### src/rtl/dma_copy.sv
// dma_copy: single-channel word-copy DMA engine. Configured through a one-cycle
// responder port; moves data as read/write beat pairs on the initiator port.
module dma_copy (
    input  logic        clk,
    input  logic        rst,
    input  logic        bus_ss_i,
    input  logic        bus_ttype_i,
    input  logic [7:0]  bus_addr_i,
    input  logic [31:0] bus_wdata_i,
    output logic [31:0] bus_rdata_o,
    output logic        bus_bdone_o,
    output logic        mbus_ss_o,
    output logic        mbus_ttype_o,
    output logic [31:0] mbus_addr_o,
    output logic [31:0] mbus_wdata_o,
    input  logic [31:0] mbus_rdata_i,
    input  logic        mbus_bdone_i,
    output logic        irq_o
);
    localparam logic TT_READ  = 1'b0;
    localparam logic TT_WRITE = 1'b1;

    typedef enum logic [1:0] {
        S_IDLE = 2'd0,
        S_RD   = 2'd1,
        S_WR   = 2'd2
    } state_t;

    state_t      state_q;
    logic [31:0] src_q;
    logic [31:0] dst_q;
    logic [15:0] len_q;
    logic        ien_q;
    logic        done_q;
    logic        aborted_q;
    logic        abort_pend_q;
    logic [31:0] cur_src_q;
    logic [31:0] cur_dst_q;
    logic [15:0] remain_q;
    logic        mbus_ss_q;
    logic        mbus_ttype_q;
    logic [31:0] mbus_addr_q;
    logic [31:0] mbus_wdata_q;

    logic [31:0] cur_src_d;
    logic [31:0] cur_dst_d;
    logic        cfg_wr;
    logic        busy;
    logic        start_req;
    logic        abort_req;
    logic        done_w1c;
    logic        aborted_w1c;

    // Configuration write decode and pulse generation.
    always_comb begin
        cfg_wr      = bus_ss_i && (bus_ttype_i == TT_WRITE);
        busy        = (state_q != S_IDLE);
        cur_src_d   = cur_src_q + 32'd4;
        cur_dst_d   = cur_dst_q + 32'd4;
        start_req   = 1'b0;
        abort_req   = 1'b0;
        done_w1c    = 1'b0;
        aborted_w1c = 1'b0;
        if (cfg_wr) begin
            case (bus_addr_i)
                8'h0C: begin
                    start_req = bus_wdata_i[0] && !busy;
                    abort_req = bus_wdata_i[2] && busy;
                end
                8'h10: begin
                    done_w1c    = bus_wdata_i[1];
                    aborted_w1c = bus_wdata_i[2];
                end
                default: begin
                    start_req = 1'b0;
                end
            endcase
        end else begin
            start_req = 1'b0;
        end
    end

    // Register read mux; START and ABORT always read back as zero.
    always_comb begin
        bus_rdata_o = 32'd0;
        case (bus_addr_i)
            8'h00:   bus_rdata_o = src_q;
            8'h04:   bus_rdata_o = dst_q;
            8'h08:   bus_rdata_o = {16'd0, len_q};
            8'h0C:   bus_rdata_o = {29'd0, 1'b0, ien_q, 1'b0};
            8'h10:   bus_rdata_o = {29'd0, aborted_q, done_q, busy};
            default: bus_rdata_o = 32'd0;
        endcase
    end

    assign bus_bdone_o  = 1'b1;
    assign mbus_ss_o    = mbus_ss_q;
    assign mbus_ttype_o = mbus_ttype_q;
    assign mbus_addr_o  = mbus_addr_q;
    assign mbus_wdata_o = mbus_wdata_q;
    assign irq_o        = done_q & ien_q;

    // Programmed registers; transfer parameters are frozen while a copy runs.
    always_ff @(posedge clk) begin
        if (rst) begin
            src_q <= 32'd0;
            dst_q <= 32'd0;
            len_q <= 16'd0;
            ien_q <= 1'b0;
        end else if (cfg_wr) begin
            case (bus_addr_i)
                8'h00: if (!busy) src_q <= {bus_wdata_i[31:2], 2'b00};
                8'h04: if (!busy) dst_q <= {bus_wdata_i[31:2], 2'b00};
                8'h08: if (!busy) len_q <= bus_wdata_i[15:0];
                8'h0C: ien_q <= bus_wdata_i[1];
                default: ;
            endcase
        end
    end

    // Copy FSM with registered initiator outputs and sticky status flags.
    always_ff @(posedge clk) begin
        if (rst) begin
            state_q      <= S_IDLE;
            done_q       <= 1'b0;
            aborted_q    <= 1'b0;
            abort_pend_q <= 1'b0;
            cur_src_q    <= 32'd0;
            cur_dst_q    <= 32'd0;
            remain_q     <= 16'd0;
            mbus_ss_q    <= 1'b0;
            mbus_ttype_q <= TT_READ;
            mbus_addr_q  <= 32'd0;
            mbus_wdata_q <= 32'd0;
        end else begin
            // Clears come first so a same-edge set from the FSM wins.
            if (done_w1c)    done_q       <= 1'b0;
            if (aborted_w1c) aborted_q    <= 1'b0;
            if (abort_req)   abort_pend_q <= 1'b1;
            case (state_q)
                S_IDLE: begin
                    abort_pend_q <= 1'b0;
                    if (start_req) begin
                        if (len_q == 16'd0) begin
                            done_q <= 1'b1;
                        end else begin
                            state_q      <= S_RD;
                            cur_src_q    <= src_q;
                            cur_dst_q    <= dst_q;
                            remain_q     <= len_q;
                            mbus_ss_q    <= 1'b1;
                            mbus_ttype_q <= TT_READ;
                            mbus_addr_q  <= src_q;
                        end
                    end
                end
                S_RD: begin
                    if (mbus_bdone_i) begin
                        // The write-data register doubles as the word buffer.
                        state_q      <= S_WR;
                        mbus_ttype_q <= TT_WRITE;
                        mbus_addr_q  <= cur_dst_q;
                        mbus_wdata_q <= mbus_rdata_i;
                    end
                end
                S_WR: begin
                    if (mbus_bdone_i) begin
                        remain_q  <= remain_q - 16'd1;
                        cur_src_q <= cur_src_d;
                        cur_dst_q <= cur_dst_d;
                        if (remain_q == 16'd1) begin
                            state_q      <= S_IDLE;
                            mbus_ss_q    <= 1'b0;
                            done_q       <= 1'b1;
                            abort_pend_q <= 1'b0;
                        end else if (abort_pend_q) begin
                            state_q      <= S_IDLE;
                            mbus_ss_q    <= 1'b0;
                            aborted_q    <= 1'b1;
                            abort_pend_q <= 1'b0;
                        end else begin
                            state_q      <= S_RD;
                            mbus_ttype_q <= TT_READ;
                            mbus_addr_q  <= cur_src_d;
                        end
                    end
                end
                default: begin
                    state_q   <= S_IDLE;
                    mbus_ss_q <= 1'b0;
                end
            endcase
        end
    end
endmodule

### config.mk
export PLATFORM = sky130hd
export DESIGN_NAME = dma_copy
export DESIGN_NICKNAME = d
export VERILOG_FILES = /design/src/rtl/dma_copy.sv
export SDC_FILE = /design/constraint.sdc
export NUM_CORES = 1
export LEC_CHECK = 0
export CORE_ASPECT_RATIO = 0.5
export CORE_MARGIN = 3
export CORE_UTILIZATION = 30
export DETAILED_ROUTE_END_ITERATION = 16
export PLACE_DENSITY = 0.51
export SYNTH_ARGS = -nofsm -noshare
export SYNTH_HDL_FRONTEND = slang
export SYNTH_SLANG_ARGS = --single-unit
### constraint.sdc
create_clock -name clk -period 3.2 [get_ports clk]
set_input_delay 0.64 -clock clk [delete_from_list [all_inputs] [get_ports clk]]
set_output_delay 0.64 -clock clk [all_outputs]
set_load 0.02 [all_outputs]
# == Yosys cells after proc, flatten, opt, wreduce, memory -nomap -nowiden ==
# Cells that the tools add are included.
# totals
word_cells,116
in_bits,77
out_inout_bits,100
ff_bits,228
# op_classes
add_sub_neg,3
n_reduce_logical,19
n_eq_ne,14
bitwise,3
muxes,62
# op_table
op,count
$mux 32,10
$pmux 32 s5,1
$pmux 32 s2,2
$pmux 32 s3,1
$add 32x3->32 const B,2
$mux 16,3
$mux 1,35
$pmux 16 s2,1
$eq 16x1->1 const B,1
$eq 8x4->1 const B,2
$logic_not 16->1,1
$sub 16x1->16 const B,1
$ne 2x2->1 const B,6
$reduce_and 3->1,3
$eq 8x3->1 const B,1
$eq 8x5->1 const B,1
$logic_not 8->1,1
$mux 2,4
$reduce_and 4->1,2
$reduce_and 7->1,1
$pmux 1 s3,2
$pmux 2 s3,1
$reduce_and 5->1,1
$pmux 1 s2,2
other kinds (11),16

# == Depth between registers and ports, before layout ==
# logic_depth
ltp_word,9
mapped_depth,10
depth_no_buf,7

# == Least setup slack after synthesis ==
# OpenSTA, ideal clock, no wires.
# synth_timing
kind,input to output
from,input bus_addr_i[1]
to,output bus_rdata_o[16]
t_required_ns,2.560
cell_stages,7
setup_slack_ns,0.014
t_arrival_ns,2.546
n_path_buf,3
path_cell_list,or4_1 -> buf_2 -> or3_1 -> clkbuf_1 -> nor3_2 -> buf_2 -> a22o_1
# synth_between
elab_chain_cells,2
word_cells_on_any_way,6
cone_classes,4 x eq/ne; 1 x mux; 1 x reduce/logical
# synth_rtl
element,line_no,source
start: declaration,8,"input logic [7:0] bus_addr_i,"
$eq 8x5->1 (tied with other cells),86,case (bus_addr_i)
$pmux 32 s5 (*),86,
end: declaration,10,"output logic [31:0] bus_rdata_o,"
# Every way passes the cells marked *; elsewhere a longest branch is shown, timed or not.

# == Final worst setup path ==
# layout_timing
from,input bus_addr_i[7]
to,output bus_rdata_o[17]
# The elaborated chain is that of the path after synthesis.

==> impl_metrics.tcl <==
set metrics [dict create \
    path_cells "clkdlybuf4s15_1, or4_4, or3_4, nor3_4, buf_6, buf_16, a22o_1, buf_6" \
    tightest_slew_ns 0.8048 \
    clock_tree.root_cell "clkbuf_16" \
    io_buffers 175 \
    remaining_drc_errors 0 \
    wl_um 49930 \
    start_kind "primary input" \
    die_x_um 292.9 \
    worst_slew_margin_rel 0.4589 \
    htreeDepth 1 \
    max_freq_ghz 0.3239 \
    wl_per_cell_um 22.12 \
    outcome "completed" \
    cap_violations 0 \
    antenna_found_initial 0 \
    critPathBufInv 4 \
    dp_cells 2214 \
    postSynthCellCount 1581 \
    ys.flop_type "dfxtp_1" \
    layout_commonest_cell "nand2_1" \
    required_ns 2.56 \
    rows 51 \
    gp_congestion 0.8544 \
    hold_viol_final 0 \
    cts_made_buffers 24 \
    synthDominantCellAreaShare 0.3616 \
    slowest_stage "or4_4" \
    yosys_warnings 0 \
    fillCellCount 4089 \
    path_max_fanout 8 \
    layout.cells.non_filler 2257 \
    grt_max_degree 111 \
    skew_ns 0.02328 \
    drtIter0Drc 1251 \
    dpl.hpwl_um 35660 \
    powerDensity_mw_per_mm2 377.7 \
    synth-seq-area-share 0.3616 \
    avgSynthCellArea_um2 7.809 \
    synth_edf_count 0 \
    path_delay_family "simple AND/OR/NAND/NOR gates" \
    route.vias.total 12860 \
    vias_per_cell 5.696 \
    clk_latency_ns 0.55 \
    fin_ws_ns 0.1129 \
    synthTopCellsByArea "dfxtp_1 (36%), nand2_1 (7.2%), mux2i_1 (6.8%)" \
    syn2layout_area_growth_pct 28.36 \
    track_usage 0.2210 \
    slew_violations 0 \
    fin_nets 1799 \
    total_leakage_power_nw 5.602 \
    worstPathArrival_ns 2.45 \
    setup_violations 0 \
    synthArstFlopShare 0 \
    path_class "in -> out" \
    clockBufferDepth 3 \
    n_antenna_cell 0 \
    timing.critical_path.slowest_cell_delay_ns 0.52 \
    hold_buffers 0 \
    drive_gt1_frac 0.1002 \
    dr.pass1.iters 5 \
    final_cell_mix "nand2_1 (235), dfxtp_1 (223), nor2_1 (144), clkdlybuf4s50_1 (138), a21oi_1 (137)" \
    dpl_worst_slack_ns -0.7683 \
    rsz0062_at_grt "false" \
    first_global_vias 11850 \
    cts_tree "yes" \
    vdd_ir_drop_max_uv 235.1 \
    critPathMostFrequentCell "buf_6" \
    cp-end-kind "output port" \
    dieArea_mm2 0.04377 \
    period_share 0.9647 \
    yosysUniqueCellTypes 72 \
    numClockSinks 223 \
    synth_largest_area_cell "dfxtp_1" \
    syn-cell-area_mm2 0.01235 \
    overflow 0 \
    fin_crit_ns 3.087 \
    syn-num-nets 1666 \
    hold_path.class "reg -> reg" \
    initial_core_util 0.3105 \
    synth-seq-cells 223 \
    die_h_um 149.4 \
    ant_nets 0 \
    grt_pass1_wl_um 75760 \
    core_mm2 0.03975 \
    path_clk_slew_ns 0.06 \
    boundaryPins 177 \
]
-- report_power, final --
| group | internal [mW] | switching (mW) | leakage, nW |
|---|---|---|---|
| Clock | 1.75 | 1.22 | 0.390 |
| Combinational | 0.111 | 0.128 | 3.42 |
| Sequential | 2.78 | 0.00445 | 1.80 |
| Total | 4.64 | 1.35 | 5.60 |
-- final timing paths --
kind,slack [ns],cells after the start,to,start
hold / removal,0.45,2,mbus_wdata_o[24]$_SDFFE_PP0P_,mbus_wdata_o[24]$_SDFFE_PP0P_
hold reg to reg,0.45,2,mbus_wdata_o[24]$_SDFFE_PP0P_,mbus_wdata_o[24]$_SDFFE_PP0P_
setup / recovery,0.11,8,bus_rdata_o[17],bus_addr_i[7]
setup reg to reg,0.54,6,cur_src_q[28]$_SDFFE_PP0P_,cur_src_q[2]$_SDFFE_PP0P_
-- metrics by stage --
| stage | instance area, um2 | total power [mW] | utilization | hold slack, ns | setup TNS [ns] |
|---|---|---|---|---|---|
| 6_report | 15850 | 5.986 | 0.3986 | 0.4527 | 0 |
| 5_1_grt | 15850 | 6.182 | 0.3986 | 0.4709 | 0 |
| 4_1_cts | 15850 | 6.055 | 0.3986 | 0.4544 | 0 |
| 3_5_place_dp | 15030 | 3.080 | 0.3780 | 0.4458 | -39.08 |
| 3_3_place_gp | 15030 | 3.081 | 0.3780 | 0.4419 | -36.49 |
| 2_1_floorplan | 12350 | 2.922 | - | 0.4444 | 0 |
-- area by class of cell --
cell class / count / area [um2] / area share
clock inverter: 4 / 95.09 / 0.006001
sequential: 223 / 4464 / 0.2817
multi-input combinational: 1180 / 7244 / 0.4572
tap: 530 / 663.1 / 0.04185
timing repair buffer: 267 / 2606 / 0.1645
clock buffer: 35 / 703.2 / 0.04437
inverter: 18 / 70.07 / 0.004422
-- state kept, by name (all words and copies together) (netlist names) --
signal and count:
mbus_addr_o 31, dst_q 30, abort_pend_q 1, src_q 30
len_q 16, remain_q 16, ien_q 1, mbus_ttype_o 1
mbus_wdata_o 32, aborted_q 1, done_q 1, cur_dst_q 30
cur_src_q 30, state_q 2, mbus_ss_o 1
-- cell families (layout without fill, tap and decap cells) --
| group | after synthesis | after routing | synth area share |
|---|---|---|---|
| AO/OA/AOI/OAI | 453 | 453 | 0.2604 |
| XOR/XNOR | 9 | 9 | 0.006384 |
| adder cells (fa/ha/maj) | 8 | 8 | 0.008108 |
| buffers and inverters | 178 | 324 | 0.05696 |
| flip-flops | 223 | 223 | 0.3616 |
| multiplexers | 86 | 86 | 0.06993 |
| other | 1 | 1 | 0.0003038 |
| AND/OR/NAND/NOR | 623 | 623 | 0.2363 |
-- worst register-to-register path, cell delays in order (launching register included) --
cell     delay (ns)
dfxtp_1        0.45
ha_1           0.29
nand3_1        0.15
or4_1          0.74
or3_1          0.49
o31a_1         0.25
o32ai_1        0.21
-- synthesized netlist by cell type, types with 8 or more instances --
library cell and instances:
a211oi_1 23, o31ai_1 47, or3_1 9, o311ai_0 40, or4_1 9, and3_1 21
o32ai_1 27, buf_2 13, o211ai_1 10, o31a_1 10, a22o_1 16, dfxtp_1 223
nor2_1 145, clkbuf_1 131, buf_1 12, nand2_1 236, nor2b_1 16, and2_1 8
a21oi_1 137, a311o_1 8, inv_1 17, ha_1 8, nand4_1 30, o21ai_0 20
a31oi_1 28, a22oi_1 12, nor4_1 32, mux2i_1 84, nand3_1 51, nor3_1 35
o41ai_1 11
-- repair_timing --
item / 4_1_cts / 5_1_grt
gates cloned: 1 / 0
endpoints found under the setup margin: 32 / 17
gates resized for setup: 121 / 1
pin swaps: 5 / 2
setup buffers: 3 / 0
-- metal layers --
layer / vias up / track usage / part of all wire
li1: 6167 / - / -
met1: 6165 / 0.3315 / 0.49
met2: 465 / 0.3189 / 0.41
met3: 60 / 0.05265 / 0.086
met4: 0 / 0.04404 / 0.020
met5: - / 0 / 0
(Power assumes the default switching activity.)
